<file path="config.mk">
export PLATFORM = sky130hd
export DESIGN_NAME = ipsxe_floating_point_frac_widen_v1_0
export DESIGN_NICKNAME = d
export VERILOG_FILES = /design/src/rtl/ipsxe_floating_point_fl2fl_pkg.sv /design/src/rtl/ipsxe_floating_point_lzc_v1_0.sv /design/src/rtl/ipsxe_floating_point_frac_widen_v1_0.sv
export SDC_FILE = /design/constraint.sdc
export NUM_CORES = 1
export LEC_CHECK = 0
export ABC_CLOCK_PERIOD_IN_PS = 2700
export BUFFER_PORTS_ARGS = -buffer_cell sky130_fd_sc_hd__buf_2
export CAP_MARGIN = 20
export CORE_MARGIN = 2
export CORE_UTILIZATION = 45
export DETAILED_ROUTE_END_ITERATION = 6
export PLACE_DENSITY = 0.65
export SYNTH_ARGS = -nofsm -noshare
export SYNTH_HDL_FRONTEND = slang
export SYNTH_HIERARCHICAL = 1
export SYNTH_SLANG_ARGS = --single-unit
</file>
<file path="constraint.sdc">
create_clock -name i_aclk -period 2.7 [get_ports i_aclk]
set_clock_uncertainty 0.15 [all_clocks]
set_input_delay 0.54 -clock i_aclk [delete_from_list [all_inputs] [get_ports i_aclk]]
set_output_delay 0.54 -clock i_aclk [all_outputs]
set_load 0.05 [all_outputs]
</file>
<file path="src/rtl/ipsxe_floating_point_fl2fl_pkg.sv">
// Shared definitions for the fl2fl float-to-float conversion path.
// Holds operand class codes, exponent bias helpers and the quiet-bit index.
package ipsxe_floating_point_fl2fl_pkg;

   localparam logic [2:0] CLS_ZERO = 3'd0;
   localparam logic [2:0] CLS_SUB  = 3'd1;
   localparam logic [2:0] CLS_NORM = 3'd2;
   localparam logic [2:0] CLS_INF  = 3'd3;
   localparam logic [2:0] CLS_NAN  = 3'd4;

   // Input format exponent bias for an exponent of width exp_w.
   function automatic int BI(input int exp_w);
      return (1 << (exp_w - 1)) - 1;
   endfunction

   // Output format exponent bias for an exponent of width exp_w.
   function automatic int BO(input int exp_w);
      return (1 << (exp_w - 1)) - 1;
   endfunction

   // Index of the quiet bit inside the stored fraction field, where
   // frac_w counts the hidden bit.
   function automatic int QBIT(input int frac_w);
      return frac_w - 2;
   endfunction

endpackage

</file>
<file path="src/rtl/ipsxe_floating_point_lzc_v1_0.sv">
// Parameterized leading-zero counter.
// Ports: data_i (WIDTH bits) in, cnt_o = number of leading zeros (WIDTH if all zero).
module ipsxe_floating_point_lzc_v1_0
   import ipsxe_floating_point_fl2fl_pkg::*;
#(
   parameter int WIDTH = 23,
   parameter int CNT_W = $clog2(WIDTH + 1)
) (
   input  logic [WIDTH-1:0] data_i,
   output logic [CNT_W-1:0] cnt_o
);

   // Scan upward so the most significant set bit has the last word.
   always_comb begin
      cnt_o = CNT_W'(WIDTH);
      for (int i = 0; i < WIDTH; i++) begin
         if (data_i[i]) cnt_o = CNT_W'(WIDTH - 1 - i);
      end
   end

endmodule

</file>
<file path="src/rtl/ipsxe_floating_point_frac_widen_v1_0.sv">
// Exact widening float-to-float converter (default single -> double), 3-stage
// valid/ready pipeline: S1 classify, S2 normalize subnormals, S3 rebias and pack.
// Ports: i_aclk, i_areset_n (sync, active low), i_aclken (clock enable),
//   a-side stream in {sign,exp,frac}, result stream out, tuser = input was sNaN.
// Build option: define IPSXE_FLT_DENORM_EN to normalize subnormal inputs;
//   otherwise subnormals are flushed to signed zero.
module ipsxe_floating_point_frac_widen_v1_0
   import ipsxe_floating_point_fl2fl_pkg::*;
#(
   parameter int FLOAT_IN_EXP   = 8,
   parameter int FLOAT_IN_FRAC  = 24,
   parameter int FLOAT_OUT_EXP  = 11,
   parameter int FLOAT_OUT_FRAC = 53
) (
   input  logic                                   i_aclk,
   input  logic                                   i_areset_n,
   input  logic                                   i_aclken,
   input  logic                                   i_axi4s_a_tvalid,
   output logic                                   o_axi4s_a_tready,
   input  logic [FLOAT_IN_EXP+FLOAT_IN_FRAC-1:0]  i_axi4s_a_tdata,
   output logic                                   o_axi4s_result_tvalid,
   input  logic                                   i_axi4s_result_tready,
   output logic [FLOAT_OUT_EXP+FLOAT_OUT_FRAC-1:0] o_axi4s_result_tdata,
   output logic                                   o_axi4s_result_tuser
);

   localparam int IEW    = FLOAT_IN_EXP;
   localparam int IFW    = FLOAT_IN_FRAC - 1;
   localparam int OEW    = FLOAT_OUT_EXP;
   localparam int OFW    = FLOAT_OUT_FRAC - 1;
   localparam int REBIAS = BO(OEW) - BI(IEW);
   localparam int QI_IN  = QBIT(FLOAT_IN_FRAC);
   localparam int QI_OUT = QBIT(FLOAT_OUT_FRAC);

   // Handshake: each stage loads when enabled and its successor has room.
   logic res_en, s2_en, s1_en;
   logic s1_v_q, s2_v_q, res_v_q;

   assign res_en = i_aclken & (~res_v_q | i_axi4s_result_tready);
   assign s2_en  = i_aclken & (~s2_v_q | res_en);
   assign s1_en  = i_aclken & (~s1_v_q | s2_en);
   assign o_axi4s_a_tready = s1_en;

   // S1: unpack and classify
   logic           s1_sign_d, s1_sign_q;
   logic [IEW-1:0] s1_exp_d, s1_exp_q;
   logic [IFW-1:0] s1_frac_d, s1_frac_q;
   logic [2:0]     s1_cls_d, s1_cls_q;
   logic           exp_zero, exp_ones, frac_zero;

   assign s1_sign_d = i_axi4s_a_tdata[IEW+IFW];
   assign s1_exp_d  = i_axi4s_a_tdata[IEW+IFW-1:IFW];
   assign s1_frac_d = i_axi4s_a_tdata[IFW-1:0];
   assign exp_zero  = ~|s1_exp_d;
   assign exp_ones  = &s1_exp_d;
   assign frac_zero = ~|s1_frac_d;

   always_comb begin
      s1_cls_d = CLS_NORM;
      unique case (1'b1)
         exp_zero &  frac_zero: s1_cls_d = CLS_ZERO;
         exp_zero & ~frac_zero: s1_cls_d = CLS_SUB;
         exp_ones &  frac_zero: s1_cls_d = CLS_INF;
         exp_ones & ~frac_zero: s1_cls_d = CLS_NAN;
         default:               s1_cls_d = CLS_NORM;
      endcase
   end

   always_ff @(posedge i_aclk) begin
      if (!i_areset_n) begin
         s1_v_q    <= 1'b0;
         s1_sign_q <= 1'b0;
         s1_exp_q  <= '0;
         s1_frac_q <= '0;
         s1_cls_q  <= CLS_ZERO;
      end else if (s1_en) begin
         s1_v_q    <= i_axi4s_a_tvalid;
         s1_sign_q <= s1_sign_d;
         s1_exp_q  <= s1_exp_d;
         s1_frac_q <= s1_frac_d;
         s1_cls_q  <= s1_cls_d;
      end
   end

   // S2: normalize subnormals
   logic [IFW-1:0] s2_frac_d, s2_frac_q;
   logic           s2_sign_q;
   logic [IEW-1:0] s2_exp_q;
   logic [2:0]     s2_cls_q;

`ifdef IPSXE_FLT_DENORM_EN
   localparam int LZW = $clog2(IFW + 1);
   logic [LZW-1:0] lz, s2_lz_q;

   ipsxe_floating_point_lzc_v1_0 #(
      .WIDTH (IFW),
      .CNT_W (LZW)
   ) u_lzc (
      .data_i (s1_frac_q),
      .cnt_o  (lz)
   );

   // Shift by lz+1 so the leading one becomes the hidden bit and drops out.
   assign s2_frac_d = (s1_cls_q == CLS_SUB) ? ((s1_frac_q << lz) << 1)
                                            : s1_frac_q;
`else
   assign s2_frac_d = s1_frac_q;
`endif

   always_ff @(posedge i_aclk) begin
      if (!i_areset_n) begin
         s2_v_q    <= 1'b0;
         s2_sign_q <= 1'b0;
         s2_exp_q  <= '0;
         s2_frac_q <= '0;
         s2_cls_q  <= CLS_ZERO;
`ifdef IPSXE_FLT_DENORM_EN
         s2_lz_q   <= '0;
`endif
      end else if (s2_en) begin
         s2_v_q    <= s1_v_q;
         s2_sign_q <= s1_sign_q;
         s2_exp_q  <= s1_exp_q;
         s2_frac_q <= s2_frac_d;
         s2_cls_q  <= s1_cls_q;
`ifdef IPSXE_FLT_DENORM_EN
         s2_lz_q   <= lz;
`endif
      end
   end

   // S3: rebias exponent, left-align fraction, pack
   logic [OEW:0]   exp_w;
   logic [OFW-1:0] frac_o;
   logic           user_d;
   logic           unused_exp_msb;

   assign unused_exp_msb = exp_w[OEW];

   always_comb begin
      exp_w  = '0;
      frac_o = OFW'(s2_frac_q) << (OFW - IFW);
      user_d = 1'b0;
      case (s2_cls_q)
         CLS_NORM: exp_w = (OEW+1)'(s2_exp_q) + (OEW+1)'(REBIAS);
         CLS_SUB: begin
`ifdef IPSXE_FLT_DENORM_EN
            exp_w = (OEW+1)'(REBIAS) - (OEW+1)'(s2_lz_q);
`else
            exp_w  = '0;
            frac_o = '0;
`endif
         end
         CLS_INF: begin
            exp_w  = {1'b0, {OEW{1'b1}}};
            frac_o = '0;
         end
         CLS_NAN: begin
            exp_w          = {1'b0, {OEW{1'b1}}};
            frac_o[QI_OUT] = 1'b1;
            user_d         = ~s2_frac_q[QI_IN];
         end
         default: begin
            exp_w  = '0;
            frac_o = '0;
         end
      endcase
   end

   always_ff @(posedge i_aclk) begin
      if (!i_areset_n) begin
         res_v_q              <= 1'b0;
         o_axi4s_result_tdata <= '0;
         o_axi4s_result_tuser <= 1'b0;
      end else if (res_en) begin
         res_v_q <= s2_v_q;
         if (s2_v_q) begin
            o_axi4s_result_tdata <= {s2_sign_q, exp_w[OEW-1:0], frac_o};
            o_axi4s_result_tuser <= user_d;
         end
      end
   end

   assign o_axi4s_result_tvalid = res_v_q;

endmodule

</file>
# Word level (Yosys, flattened, before mapping)
# Index checks and enable logic that the tools add are counted.
[totals]
ff_bits = 138
latch_bits = 0
ram_bits = 0
mem_bits_ro = 0
input_bits = 37
out_inout_bits = 67
mem_count = 0
[classes]
n_addsub = 1
mul = 0
n_div = 0
magnitude_cmp = 0
n_eq_ne = 3
shifts = 0
mux = 5
n_bitwise = 14
n_reduce_logical = 8
[op_table]
columns = ["cell", "count"]
rows = [
  ["51-bit two-way mux", 1],
  ["23-bit OR reduction", 1],
  ["11-bit one-hot mux with 2 select lines", 1],
  ["3-bit one-hot mux with 4 select lines", 1],
  ["8-bit by 10-bit adder with 11-bit output (second input constant)", 1],
  ["8-bit AND reduction", 1],
  ["8-bit OR reduction", 1],
  ["1-bit AND", 7],
  ["3-bit by 2-bit equality test with 1-bit output (second input constant)", 2],
  ["1-bit inverter", 4],
  ["2-bit OR reduction", 2],
  ["3-bit equality test (second input constant)", 1],
  ["1-bit OR", 3],
  ["1-bit logical NOT", 2],
  ["1-bit one-hot mux with 2 select lines", 1],
  ["2-bit AND reduction", 1],
  ["1-bit two-way mux", 1],
]

# Logic depth before layout (Yosys ltp)
# Gate-level depths: netlist of the first run.
[logic_depth]
depth_word = 7
ltp_mapped = 6
depth_no_buf = 5

# Worst setup path before layout of the first run
# OpenSTA, ideal clock, no wires.
[synth_path]
path_type = "register to output"
start = "register res_v_q, in the netlist o_axi4s_result_tvalid"
end = "output o_axi4s_a_tready"
arrival_time_ns = 1.402
slack_ns = 0.608
stages_incl_launch_ff = 5
cell_sequence = "dfxtp_1 > nand4b_1 > nand2_1 > inv_2 > buf_2"
[synth_between]
elab_chain_len = 7
[synth_lines]
columns = ["item", "line_no", "rtl"]
rows = [
  ["start: declaration", "ipsxe_floating_point_frac_widen_v1_0.sv:37", "logic s1_v_q, s2_v_q, res_v_q;"],
  ["start signal: assignment", "ipsxe_floating_point_frac_widen_v1_0.sv:176", "res_v_q <= s2_v_q;"],
  ["1-bit inverter", "ipsxe_floating_point_frac_widen_v1_0.sv:39", "assign res_en = i_aclken & (~res_v_q | i_axi4s_result_tready);"],
  ["1-bit OR", "ipsxe_floating_point_frac_widen_v1_0.sv:39", ""],
  ["1-bit AND", "ipsxe_floating_point_frac_widen_v1_0.sv:39", ""],
  ["1-bit OR", "ipsxe_floating_point_frac_widen_v1_0.sv:40", "assign s2_en = i_aclken & (~s2_v_q | res_en);"],
  ["1-bit AND", "ipsxe_floating_point_frac_widen_v1_0.sv:40", ""],
  ["1-bit OR", "ipsxe_floating_point_frac_widen_v1_0.sv:41", "assign s1_en = i_aclken & (~s1_v_q | s2_en);"],
  ["1-bit AND", "ipsxe_floating_point_frac_widen_v1_0.sv:41", ""],
  ["end: declaration", "ipsxe_floating_point_frac_widen_v1_0.sv:19", "output logic o_axi4s_a_tready,"],
]
# No other way between the ends.

# Worst setup path after layout of the first run
[layout_path]
start = "register s2_v_q"
end = "output o_axi4s_a_tready"
[layout_between]
elab_chain_len = 5
[layout_lines]
columns = ["item", "line_no", "rtl"]
rows = [
  ["start: declaration", "ipsxe_floating_point_frac_widen_v1_0.sv:37", ""],
  ["start signal: assignment", "ipsxe_floating_point_frac_widen_v1_0.sv:121", "s2_v_q <= s1_v_q;"],
  ["1-bit inverter", "ipsxe_floating_point_frac_widen_v1_0.sv:40", ""],
  ["1-bit OR", "ipsxe_floating_point_frac_widen_v1_0.sv:40", ""],
  ["1-bit AND", "ipsxe_floating_point_frac_widen_v1_0.sv:40", ""],
  ["1-bit OR", "ipsxe_floating_point_frac_widen_v1_0.sv:41", ""],
  ["1-bit AND", "ipsxe_floating_point_frac_widen_v1_0.sv:41", ""],
]
# No other way between the ends.

==> implementation parameters, run 1 <==
Parameter                              Value

Status
  Run status ... completed

Power and ir drop
  Total power of the final layout ... 0.00298 W
  Power density of the placed cells ... 623 nW/um^2
  IR drop worst, VDD ... 0.296 mV
  Lkg Pwr ... 1.90 nW

Floorplan
  Area of the die ... 10,300 sq um
  Top Ports ... 104
  Initial standard-cell utilization of the core ... 46.3%
  Number of placement rows ... 35
  Die X-Extent ... 101 um
  Die boundary height ... 101 um
  Area of the core region ... 9200 sq um

Detailed routing
  First DRT Iteration DRCs ... 131
  Post-route DRC ... 0
  Vias post-DR ... 3,416
  First-pass iteration count of the detailed router ... 4
  Routed wire length ... 8.87 mm
  Antenna-violating nets left ... 0
  Vias per cell ... 5.05
  Routed wire length per instance ... 13.1 um

Synth
  Simple-gate portion of the synthesized area ... 22.0%
  Portion of netlist area occupied by mux cells ... 0%
  Flip-flop and latch count after synthesis ... 107
  Number of different library cells in the post-synthesis netlist ... 37
  Top cell type's share of synthesized area ... 50.3%
  Register area share after synthesis ... 50.3%
  Synth Area in Compound Gates ... 18.7%
  Mapped Area ... 4260 sq um
  Synthesized area per cell ... 8.51 sq um
  Dominant combinational cell family by area after synthesis ... simple AND/OR/NAND/NOR gates
  Post-synthesis share of cell area spent on full adders, half adders and majority gates ... 0%
  Leading post-synthesis cells by cell area ... sky130_fd_sc_hd__dfxtp_1 50%, sky130_fd_sc_hd__nand2_1 14%, sky130_fd_sc_hd__a21oi_1 9.4%
  Synthesized instance count ... 501
  Post-Synth XOR/XNOR Area ... 0%
  Total number of yosys warnings ... 6
  Dominant cell type by area after synthesis ... sky130_fd_sc_hd__dfxtp_1

Min path
  Type of the tightest min-delay check ... in2reg

Place
  Port-buffer cells ... 74
  DP HPWL ... 6.06 mm
  Worst setup slack before clock tree synthesis ... 609 ps
  RePlAce Congestion ... 0.754
  Placed standard-cell area ... 4580 sq um

Global routing
  GRT Overall Usage ... 17.6%
  Via count of the first global-routing pass ... 3,057
  Wire length of the first global-routing pass ... 14.3 mm
  Largest net degree at the start of global routing ... 46
  Antenna violations before repair ... 0
  GR Overflow Total ... 0

Final layout
  Share of post-route cells with drive strength above 1 ... 25.0%
  Final Instance Area ... 4790 sq um
  Area taken by multi-input logic gates ... 1840 sq um
  Number of antenna cells inserted ... 0
  Most common cell after layout, fill and taps aside ... sky130_fd_sc_hd__nand2_1
  Post-layout net count ... 598
  Top library cells by usage in the layout, fill and taps aside ... 155 x sky130_fd_sc_hd__nand2_1, 107 x sky130_fd_sc_hd__dfxtp_1, 80 x sky130_fd_sc_hd__a21oi_1, 74 x sky130_fd_sc_hd__buf_2, 29 x sky130_fd_sc_hd__conb_1
  Count of filler cells inserted in the layout ... 920
  Layout-stage area growth over the synthesis result ... 12.4%
  Register Area ... 2140 sq um

Critical path
  CP startpoint kind ... flip-flop
  WP data arrival ... 1500 ps
  CP Class ... reg2out
  Crit end category ... primary output
  Largest fanout of any net on the critical path ... 14
  Data required time of the worst path ... 2010 ps

Clock tree
  Number of H-tree branching levels ... 3
  Clock Tree Buf Depth ... 2
  Post-CTS Setup Inserts ... 0
  Clock sink total ... 107
  Cts-stage hold buffer count ... 0
  Clock latency on the worst-skew pair ... 360 ps
  Reg clk slew, reported paths ... 100 ps
  Number of clock buffers inserted by TritonCTS ... 9
  Root Driver ... sky130_fd_sc_hd__clkbuf_8
  Number of instances resized during post-cts repair ... 0
  TritonCTS clock tree ... built

Job
  Number of max-cap violations ... 0

STA
  Worst setup margin ... 515 ps
  Count of final max-slew check failures ... 0
  Remaining max-slew budget at the tightest pin ... 57.3%
  Share of the clock period used by the worst path after layout ... 80.9%
  Final TNS setup ... 0 ps
  Final setup violation count ... 0
  RSZ-0062 raised after global routing ... false
  Min Clock Period, post-route ... 2190 ps
  Fmax ... 458 MHz
  Final hold violations ... 0
  Tightest Pin Transition ... 638 ps
-- cells in the mapped netlist, drive strengths merged --
library cell / number
a211oi: 1
a21boi: 1
a21oi: 80
a221oi: 1
a22oi: 24
a31oi: 1
a32o: 1
and2: 1
and3: 1
and4: 1
and4b: 1
buf: 42
clkbuf: 19
conb: 1
dfxtp: 107
inv: 2
nand2: 155
nand2b: 2
nand3: 1
nand3b: 1
nand4: 2
nand4b: 1
nor2: 29
nor2b: 1
nor3: 1
nor3b: 1
nor4: 4
o211ai: 1
o21ai: 11
or3: 1
or3b: 2
or4: 4
-- report_power, final --
group	internal [W]	switching (W)	total, W
Sequential	0.00163	0.0000274	0.00165
Clock	0.000520	0.000515	0.00104
Combinational	0.0000678	0.000228	0.000296
Total	0.00221	0.000770	0.00298
-- critical path: stages (launching register included) --
cell and delay [ps]:
sky130_fd_sc_hd__dfxtp_1 380, sky130_fd_sc_hd__nand4b_1 160, sky130_fd_sc_hd__nand2_1 90, sky130_fd_sc_hd__inv_2 200, sky130_fd_sc_hd__buf_2 310
-- registers in the layout, indices dropped and copies added, names as in the netlist --
signal and count:
s2_exp_q 8, o_axi4s_result_tvalid 1, s1_frac_q 23, s2_frac_q 23, s1_v_q 1, s2_cls_q 3
s1_sign_q 1, s1_cls_q 3, o_axi4s_result_tdata 33, s2_v_q 1, s1_exp_q 8, s2_sign_q 1
o_axi4s_result_tuser 1
-- final timing paths --
check	start	to	slack, ps	cells after the start
max reg2reg	s2_cls_q[1]	o_axi4s_result_tdata[29]	880	5
min reg2reg	s1_frac_q[17]	s2_frac_q[17]	300	2
min	i_axi4s_a_tdata[13]	s1_frac_q[13]	270	3
max	s2_v_q	o_axi4s_a_tready	510	4
-- layout make-up --
class / count / area share, %
Sequential cell: 107 / 44.7
Multi-Input combinational cell: 359 / 38.4
Timing Repair Buffer: 82 / 9.50
Tap cell: 111 / 2.90
Clock buffer: 11 / 2.74
Clock inverter: 4 / 1.59
Inverter: 2 / 0.157
-- stage by stage --
stage	hold WS (ps)	util, %	std cells
3_3_place_gp	289	49.9	661
6_report	275	52.1	676
3_5_place_dp	293	49.9	661
4_1_cts	260	52.1	676
2_1_floorplan	282	-	529
5_1_grt	253	52.1	676
-- layer usage --
layer  vias up  global-route usage (%)  routed length, um
li1       1728                       -                  -
met1      1604                    22.5               4070
met2        73                    29.2               4270
met3        11                    4.42                420
met4         0                    5.82                111
met5         -                       0                  0
-- cell families (layout without fill, tap and decap cells) --
group           count (synthesis)  count (layout)
simple gates                  209             209
buf+inv                        63              99
compound gates                121             121
other cells                     1              29
flops                         107             107
(Power assumes the default switching activity.)
==> inputs of run 2 (changes only) <==
--- a/config.mk
+++ b/config.mk
@@ -5,13 +5,14 @@
 export SDC_FILE = /design/constraint.sdc
 export NUM_CORES = 1
 export LEC_CHECK = 0
-export ABC_CLOCK_PERIOD_IN_PS = 2700
+export ABC_AREA = 1
+export ABC_CLOCK_PERIOD_IN_PS = 1900
 export BUFFER_PORTS_ARGS = -buffer_cell sky130_fd_sc_hd__buf_2
 export CAP_MARGIN = 20
 export CORE_MARGIN = 2
 export CORE_UTILIZATION = 45
 export DETAILED_ROUTE_END_ITERATION = 6
-export PLACE_DENSITY = 0.65
+export PLACE_DENSITY = 0.67
 export SYNTH_ARGS = -nofsm -noshare
 export SYNTH_HDL_FRONTEND = slang
 export SYNTH_HIERARCHICAL = 1
==> constraint.sdc (replaced) <==
create_clock -name i_aclk -period 1.9 [get_ports i_aclk]
set_clock_uncertainty 0.15 [all_clocks]
set_input_delay 0.38 -clock i_aclk [delete_from_list [all_inputs] [get_ports i_aclk]]
set_output_delay 0.38 -clock i_aclk [all_outputs]
set_load 0.05 [all_outputs]
==> run 2 against run 1 <==
Routed wire length rose by 7.2%. Worst setup slack got worse by 480 ps. First-iteration DRC count grew 15%. Critical path type unchanged. Largest power group unchanged.
==> implementation parameters, run 2 <==
Parameter                              Value

Synth
  Ys async rst share ... 0% (unchanged)
  Top cells by instance count after synthesis ... 133 x sky130_fd_sc_hd__nand2_1, 107 x sky130_fd_sc_hd__dfxtp_1, 85 x sky130_fd_sc_hd__a21oi_1
  Portion of netlist area occupied by mux cells ... 0% (unchanged)
  Flip-flop and latch count after synthesis ... 107 (unchanged)
  Leading post-synthesis cells by cell area ... sky130_fd_sc_hd__dfxtp_1 49%, sky130_fd_sc_hd__nand2_1 11%, sky130_fd_sc_hd__a21oi_1 9.7%
  Dominant combinational cell family by area after synthesis ... simple AND/OR/NAND/NOR gates
  Top_reg_cell synth ... sky130_fd_sc_hd__dfxtp_1
  Number of different library cells in the post-synthesis netlist ... 22 (-41%)
  Post-synthesis share of cell area spent on full adders, half adders and majority gates ... 0% (unchanged)
  Dominant cell type by area after synthesis ... sky130_fd_sc_hd__dfxtp_1
  Synthesized instance count ... 544 (+8.6%)
  Synthesized area per cell ... 8.06 sq um (-5.3%)
  Total number of yosys warnings ... 6 (unchanged)
  Most frequent cell after synthesis ... sky130_fd_sc_hd__nand2_1
  Mapped Area ... 4380 sq um (+2.8%)
  Simple-gate portion of the synthesized area ... 22.6% (+0.59 points)
  Register area share after synthesis ... 48.9% (-1.4 points)
  Synth Area in Compound Gates ... 16.7% (-1.9 points)
  Top cell type's share of synthesized area ... 48.9% (-1.4 points)
  Post-synth EDFFs ... 0 (unchanged)
  Post-Synth XOR/XNOR Area ... 0% (unchanged)

Detailed routing
  First-pass iteration count of the detailed router ... 5 (+1)
  Post-route DRC ... 0 (unchanged)
  Antenna-violating nets left ... 0 (unchanged)
  First DRT Iteration DRCs ... 151 (+15%)
  Vias per cell ... 4.81 (-4.8%)
  Routed wire length per instance ... 12.7 um (-3.2%)
  Vias post-DR ... 3,600 (+5.4%)
  Routed wire length ... 9.50 mm (+7.2%)

Critical path
  Largest fanout of any net on the critical path ... 3 (-11)
  Crit end category ... primary output
  CP Class ... reg2out
  WP data arrival ... 1330 ps (-170 ps)
  CP startpoint kind ... flip-flop
  Data required time of the worst path ... 1370 ps (-640 ps)

Power and ir drop
  Power density of the placed cells ... 829 nW/um^2 (+33%)
  Lkg Pwr ... 2.05 nW (+7.9%)
  Total power of the final layout ... 0.00412 W (+38%)
  IR drop worst, VDD ... 0.343 mV (+16%)

Clock tree
  Clock latency on the worst-skew pair ... 370 ps (about the same)
  Number of clock buffers inserted by TritonCTS ... 9 (unchanged)
  Root Driver ... sky130_fd_sc_hd__clkbuf_8
  Clock Tree Buf Depth ... 2 (unchanged)
  Reg clk slew, reported paths ... 100 ps (about the same)
  Clock sink total ... 107 (unchanged)
  Number of H-tree branching levels ... 3 (unchanged)
  TritonCTS clock tree ... built

Floorplan
  Initial standard-cell utilization of the core ... 45.7% (-0.66 points)
  Top Ports ... 104 (unchanged)
  Die X-Extent ... 103 um (+1.4%)
  Area of the die ... 10,500 sq um (+2.7%)
  Number of placement rows ... 36 (+2.9%)
  Area of the core region ... 9590 sq um (+4.3%)
  Die boundary height ... 103 um (+1.4%)

Final layout
  Share of post-route cells with drive strength above 1 ... 26.0% (+1.1 points)
  Count of filler cells inserted in the layout ... 960 (+4.3%)
  Largest Register ... o_axi4s_result_tdata
  Top library cells by usage in the layout, fill and taps aside ... 131 x sky130_fd_sc_hd__nand2_1, 106 x sky130_fd_sc_hd__dfxtp_1, 85 x sky130_fd_sc_hd__a21oi_1, 73 x sky130_fd_sc_hd__buf_2, 35 x sky130_fd_sc_hd__nand3_1
  Layout-stage area growth over the synthesis result ... 13.3%
  Post-layout net count ... 647 (+8.2%)
  Max FFs per register ... 33 (unchanged)
  Registers with the highest flip-flop counts ... o_axi4s_result_tdata x33, s1_frac_q x23, s2_frac_q x23
  Most common cell after layout, fill and taps aside ... sky130_fd_sc_hd__nand2_1
  Number of antenna cells inserted ... 0 (unchanged)

Global routing
  GRT Overall Usage ... 18.3% (+0.71 points)
  GR Overflow Total ... 0 (unchanged)
  Antenna violations before repair ... 0 (unchanged)
  Largest net degree at the start of global routing ... 57 (+24%)
  Via count of the first global-routing pass ... 3,304 (+8.1%)
  Wire length of the first global-routing pass ... 15.2 mm (+6.3%)

Job
  Number of max-cap violations ... 0 (unchanged)

STA
  Final hold violations ... 0 (unchanged)
  Final setup violation count ... 0 (unchanged)
  Final TNS setup ... 0 ps (unchanged)
  Fmax ... 536 MHz
  Count of final max-slew check failures ... 0 (unchanged)
  Min Clock Period, post-route ... 1860 ps
  Worst setup margin ... 35.9 ps (-479 ps)
  RSZ-0062 raised after global routing ... false
  Share of the clock period used by the worst path after layout ... 98.1%

Min path
  Type of the tightest min-delay check ... in2reg

Place
  Worst setup slack before clock tree synthesis ... 152 ps (-457 ps)
  Port-buffer cells ... 74 (unchanged)
  DP HPWL ... 6.71 mm (+11%)
  RePlAce Congestion ... 0.784 (+4.0%)

Status
  Run status ... completed
[run 2: cell types whose count changed after synthesis, sizes merged, moves of 3 or more]
cell    previous run  this run
inv                2        20
or4                4         0
nor4               4         0
buf               42        52
nor2              29        23
o21ai             11        24
a21oi             80       105
clkbuf            19        14
nand4              2         5
a22oi             24         0
nand3              1        35
[run 2: final timing paths]
check | startpoint | to | slack (ps) | depth (start not counted)
max reg2reg | s2_cls_q[1] | o_axi4s_result_tdata[45] | 290 | 7
min reg2reg | s2_sign_q | o_axi4s_result_tdata[63] | 300 | 2
max | o_axi4s_result_tvalid | o_axi4s_a_tready | 40 | 4
min | i_axi4s_a_tvalid | s1_v_q | 100 | 3
[run 2: cell families (layout without fill, tap and decap cells)]
group	after synthesis	in the layout
buffers and inverters	86	129
other	1	29
AOI/OAI and AO/OA	130	130
DFF	107	107
and+or+nand+nor	220	220
[run 2: final cells by class]
type | instances | area, sq um | area share [%]
clock inverter | 6 | 40.0 | 0.806
tap | 133 | 166 | 3.35
clock buffer | 10 | 138 | 2.77
timing repair buffer | 93 | 561 | 11.3
sequential | 107 | 2140 | 43.1
inverter | 20 | 75.1 | 1.51
multi-input combinational | 379 | 1840 | 37.1
[run 2: power breakdown]
part / internal (W) / switching (W) / total [W]
clock network: 0.000513 / 0.000760 / 0.00127
logic: 0.000126 / 0.000349 / 0.000475
registers: 0.00232 / 0.0000479 / 0.00237
[run 2: what timing repair did]
item / in CTS / in global routing
setup endpoints to repair: 1 / 1
setup buffers: 0 / 1
hold buffers: 0 / 0
pin swaps: 0 / 2
gates cloned: 0 / 0
gates resized for setup: 2 / 4
[run 2: metrics by stage]
stage | std cells | util [%] | cell area (sq um) | hold slack, ps
final | 748 | 51.8 | 4970 | 101
after floorplan | 572 | - | 4490 | 289
after global routing | 748 | 51.8 | 4970 | 106
after CTS | 747 | 51.6 | 4950 | 94.9
after global placement | 731 | 49.7 | 4770 | 297
after detailed placement | 731 | 49.7 | 4770 | 300
[run 2: routing by layer]
layer	routed length, um	track usage (%)	up-vias
met3	451	2.51	13
met4	161	7.49	0
li1	-	-	1845
met5	0	0	-
met2	4520	30.5	103
met1	4370	24.1	1639
[run 2: critical path, cell delays in order (launching register included)]
cell                      delay (ps)
sky130_fd_sc_hd__dfxtp_2         350
sky130_fd_sc_hd__nand2_2          70
sky130_fd_sc_hd__nand2_2          90
sky130_fd_sc_hd__a31oi_4         270
sky130_fd_sc_hd__buf_8           190
==> inputs of run 3 (changes only) <==
--- a/config.mk
+++ b/config.mk
@@ -10,9 +10,9 @@
 export BUFFER_PORTS_ARGS = -buffer_cell sky130_fd_sc_hd__buf_2
 export CAP_MARGIN = 20
 export CORE_MARGIN = 2
-export CORE_UTILIZATION = 45
+export CORE_UTILIZATION = 48
 export DETAILED_ROUTE_END_ITERATION = 6
-export PLACE_DENSITY = 0.67
+export PLACE_DENSITY = 0.71
 export SYNTH_ARGS = -nofsm -noshare
 export SYNTH_HDL_FRONTEND = slang
 export SYNTH_HIERARCHICAL = 1
==> run 3 against run 2 <==
Die area shrank 6.0%. Worst setup slack gained 32 ps. Global-route usage rose by 1.1 points. Sequential share of layout area decreased by 0.16 points. Final cell count decreased by 3.3%. Maximum frequency grew 1.8%. Cell area up 0.48%. Clock power up 16%. Register-to-register slack gained 20 ps. Routed wire length shrank 1.1%. Total power grew 4.8%. Via count fell by 0.33%. Largest power group unchanged. Highest routed layer unchanged.
==> implementation parameters, run 3 (synthesis results as in run 2) <==
Parameter                              Value

STA
  Share of the clock period used by the worst path after layout ... 96.4% (-1.7 points)
  Final Hold Slack ... 122 ps (+21.9 ps)
  Min Clock Period, post-route ... 1830 ps (-32.2 ps)
  RSZ-0062 raised after global routing ... false
  Final TNS setup ... 0 ps (unchanged)
  Count of final max-slew check failures ... 0 (unchanged)
  Final hold violations ... 0 (unchanged)
  Final setup violation count ... 0 (unchanged)
  Fmax ... 546 MHz (+1.8%)

Global routing
  Wire length of the first global-routing pass ... 15.5 mm (+1.7%)
  GR Overflow Total ... 0 (unchanged)
  Largest net degree at the start of global routing ... 58 (+1.8%)
  Antenna violations before repair ... 0 (unchanged)
  GRT Overall Usage ... 19.5% (+1.1 points)
  Via count of the first global-routing pass ... 3,333 (+0.88%)

Critical path
  R2r startpoint ... o_axi4s_result_tvalid
  Number of buffer and inverter stages on the critical path ... 1 (unchanged)
  Critical-path cell list ... nand2_4 -> nand2_4 -> a31oi_4 -> buf_8
  CP Class ... reg2out
  R2R depth ... 7 (unchanged)
  WP data arrival ... 1300 ps (-30 ps)
  Data required time of the worst path ... 1370 ps (about the same)
  Terminus of the critical flop-to-flop path ... o_axi4s_result_tdata[34]
  Max stage delay cell, worst path ... sky130_fd_sc_hd__dfxtp_4
  Crit end category ... primary output
  CP startpoint kind ... flip-flop
  Worst reg2reg setup slack ... 310 ps (+20 ps)
  Largest fanout of any net on the critical path ... 3 (unchanged)
  Critical Path Most Common Cell ... sky130_fd_sc_hd__nand2_4
  Family of cells with the greatest summed delay on the critical path ... flip-flops
  Largest stage delay on the critical path ... 370 ps (+20 ps)

Clock tree
  Post-CTS Setup Inserts ... 0 (unchanged)
  Number of H-tree branching levels ... 3 (unchanged)
  Clock Tree Buf Depth ... 2 (unchanged)
  Reg clk slew, reported paths ... 90 ps (about the same)
  Clock latency on the worst-skew pair ... 360 ps (about the same)
  TritonCTS clock tree ... built
  Clock sink total ... 107 (unchanged)
  Number of clock buffers inserted by TritonCTS ... 9 (unchanged)
  Root Driver ... sky130_fd_sc_hd__clkbuf_8

Final layout
  Largest Register ... o_axi4s_result_tdata
  Most common cell after layout, fill and taps aside ... sky130_fd_sc_hd__nand2_1
  Share of post-route cells with drive strength above 1 ... 25.9% (-0.16 points)
  Post-layout net count ... 648 (+0.15%)
  Top library cells by usage in the layout, fill and taps aside ... 131 x sky130_fd_sc_hd__nand2_1, 106 x sky130_fd_sc_hd__dfxtp_1, 85 x sky130_fd_sc_hd__a21oi_1, 73 x sky130_fd_sc_hd__buf_2, 35 x sky130_fd_sc_hd__nand3_1
  Max FFs per register ... 33 (unchanged)
  Utilization after layout ... 56.7% (+4.9 points)
  Layout-stage area growth over the synthesis result ... 13.9%
  Count of filler cells inserted in the layout ... 832 (-13%)
  Number of antenna cells inserted ... 0 (unchanged)
  Registers with the highest flip-flop counts ... o_axi4s_result_tdata x33, s1_frac_q x23, s2_frac_q x23

Power and ir drop
  Power density of the placed cells ... 864 nW/um^2 (+4.3%)
  Lkg Pwr ... 2.08 nW (+1.5%)
  Total power of the final layout ... 0.00431 W (+4.8%)
  IR drop worst, VDD ... 0.370 mV (+7.6%)

Detailed routing
  Routed wire length ... 9.40 mm (-1.1%)
  Routed wire length per instance ... 13.0 um (+2.4%)
  Vias post-DR ... 3,588 (-0.33%)
  Post-route DRC ... 0 (unchanged)
  Antenna-violating nets left ... 0 (unchanged)
  First DRT Iteration DRCs ... 176 (+17%)
  First-pass iteration count of the detailed router ... 5 (unchanged)
  Vias per cell ... 4.96 (+3.1%)

Floorplan
  Area of the core region ... 8810 sq um (-8.2%)
  Initial standard-cell utilization of the core ... 49.8% (+4.1 points)
  Die boundary height ... 99.6 um (-3.1%)
  Number of placement rows ... 34 (-5.6%)
  Area of the die ... 9910 sq um (-6.0%)
  Die X-Extent ... 99.6 um (-3.1%)
  Top Ports ... 104 (unchanged)

Min path
  Hold Crit Start ... i_axi4s_a_tvalid
  Sink of the worst hold path ... s1_v_q
  Hold Path Stages ... 3 (unchanged)
  Type of the tightest min-delay check ... in2reg

Place
  Port-buffer cells ... 74 (unchanged)
  RePlAce Congestion ... 0.850 (+8.4%)
  DP HPWL ... 6.39 mm (-4.7%)

Job
  Number of max-cap violations ... 0 (unchanged)

Status
  Run status ... completed
==> run 3: through the flow <==
stage	instances	setup WS (ps)	cell area (sq um)
CTS	723	7.20	4970
detailed placement	708	117	4750
floorplan	572	30.4	4490
finish	723	68.0	4990
global placement	708	139	4750
global route	723	9.68	4990
==> run 3: power breakdown <==
part | switching, W | internal, W
logic | 0.000355 | 0.000130
clock network | 0.000717 | 0.000749
registers | 0.0000456 | 0.00232
==> run 3: how the worst max path moves through the flow <==
stage / startpoint / endpoint / slack [ps] / cells past startpoint
after floorplan: o_axi4s_result_tvalid / o_axi4s_a_tready / 30 / 5
after global placement: i_aclken / o_axi4s_a_tready / 140 / 4
after detailed placement: i_axi4s_result_tready / s1_frac_q[6] / 120 / 10
after CTS: o_axi4s_result_tvalid / o_axi4s_a_tready / 7 / 4
after global routing: o_axi4s_result_tvalid / o_axi4s_a_tready / 10 / 4
final: o_axi4s_result_tvalid / o_axi4s_a_tready / 70 / 4
==> run 3: timing repair <==
action / 4_1_cts / 5_1_grt
resized for setup: 2 / 7
endpoints found under the setup margin: 1 / 1
pin swaps: 0 / 1
hold buffers: 0 / 0
==> run 3: layout make-up <==
type	count	area, sq um	area share, %
Multi-Input combinational cell	379	1850	37.2
Tap cell	108	135	2.71
Timing Repair Buffer	94	568	11.4
Clock buffer	14	183	3.66
Sequential cell	107	2150	43.0
Clock inverter	1	30.0	0.602
Inverter	20	75.1	1.50
==> run 3: per-layer routing <==
metal,share of wire (%),track usage [%],vias to the layer above
li1,-,-,1843
met4,0.95,6.11,0
met3,6.1,4.36,7
met2,46,31.4,111
met5,0,0,-
met1,47,26.0,1627
==> run 3: worst register-to-register path, stage by stage, from the launching register on <==
cell and delay (ps):
sky130_fd_sc_hd__dfxtp_4 370, sky130_fd_sc_hd__nand2_4 80, sky130_fd_sc_hd__nand3_1 130, sky130_fd_sc_hd__buf_4 200
sky130_fd_sc_hd__nor2_8 220, sky130_fd_sc_hd__buf_12 200, sky130_fd_sc_hd__nand2_2 80, sky130_fd_sc_hd__a21oi_2 100
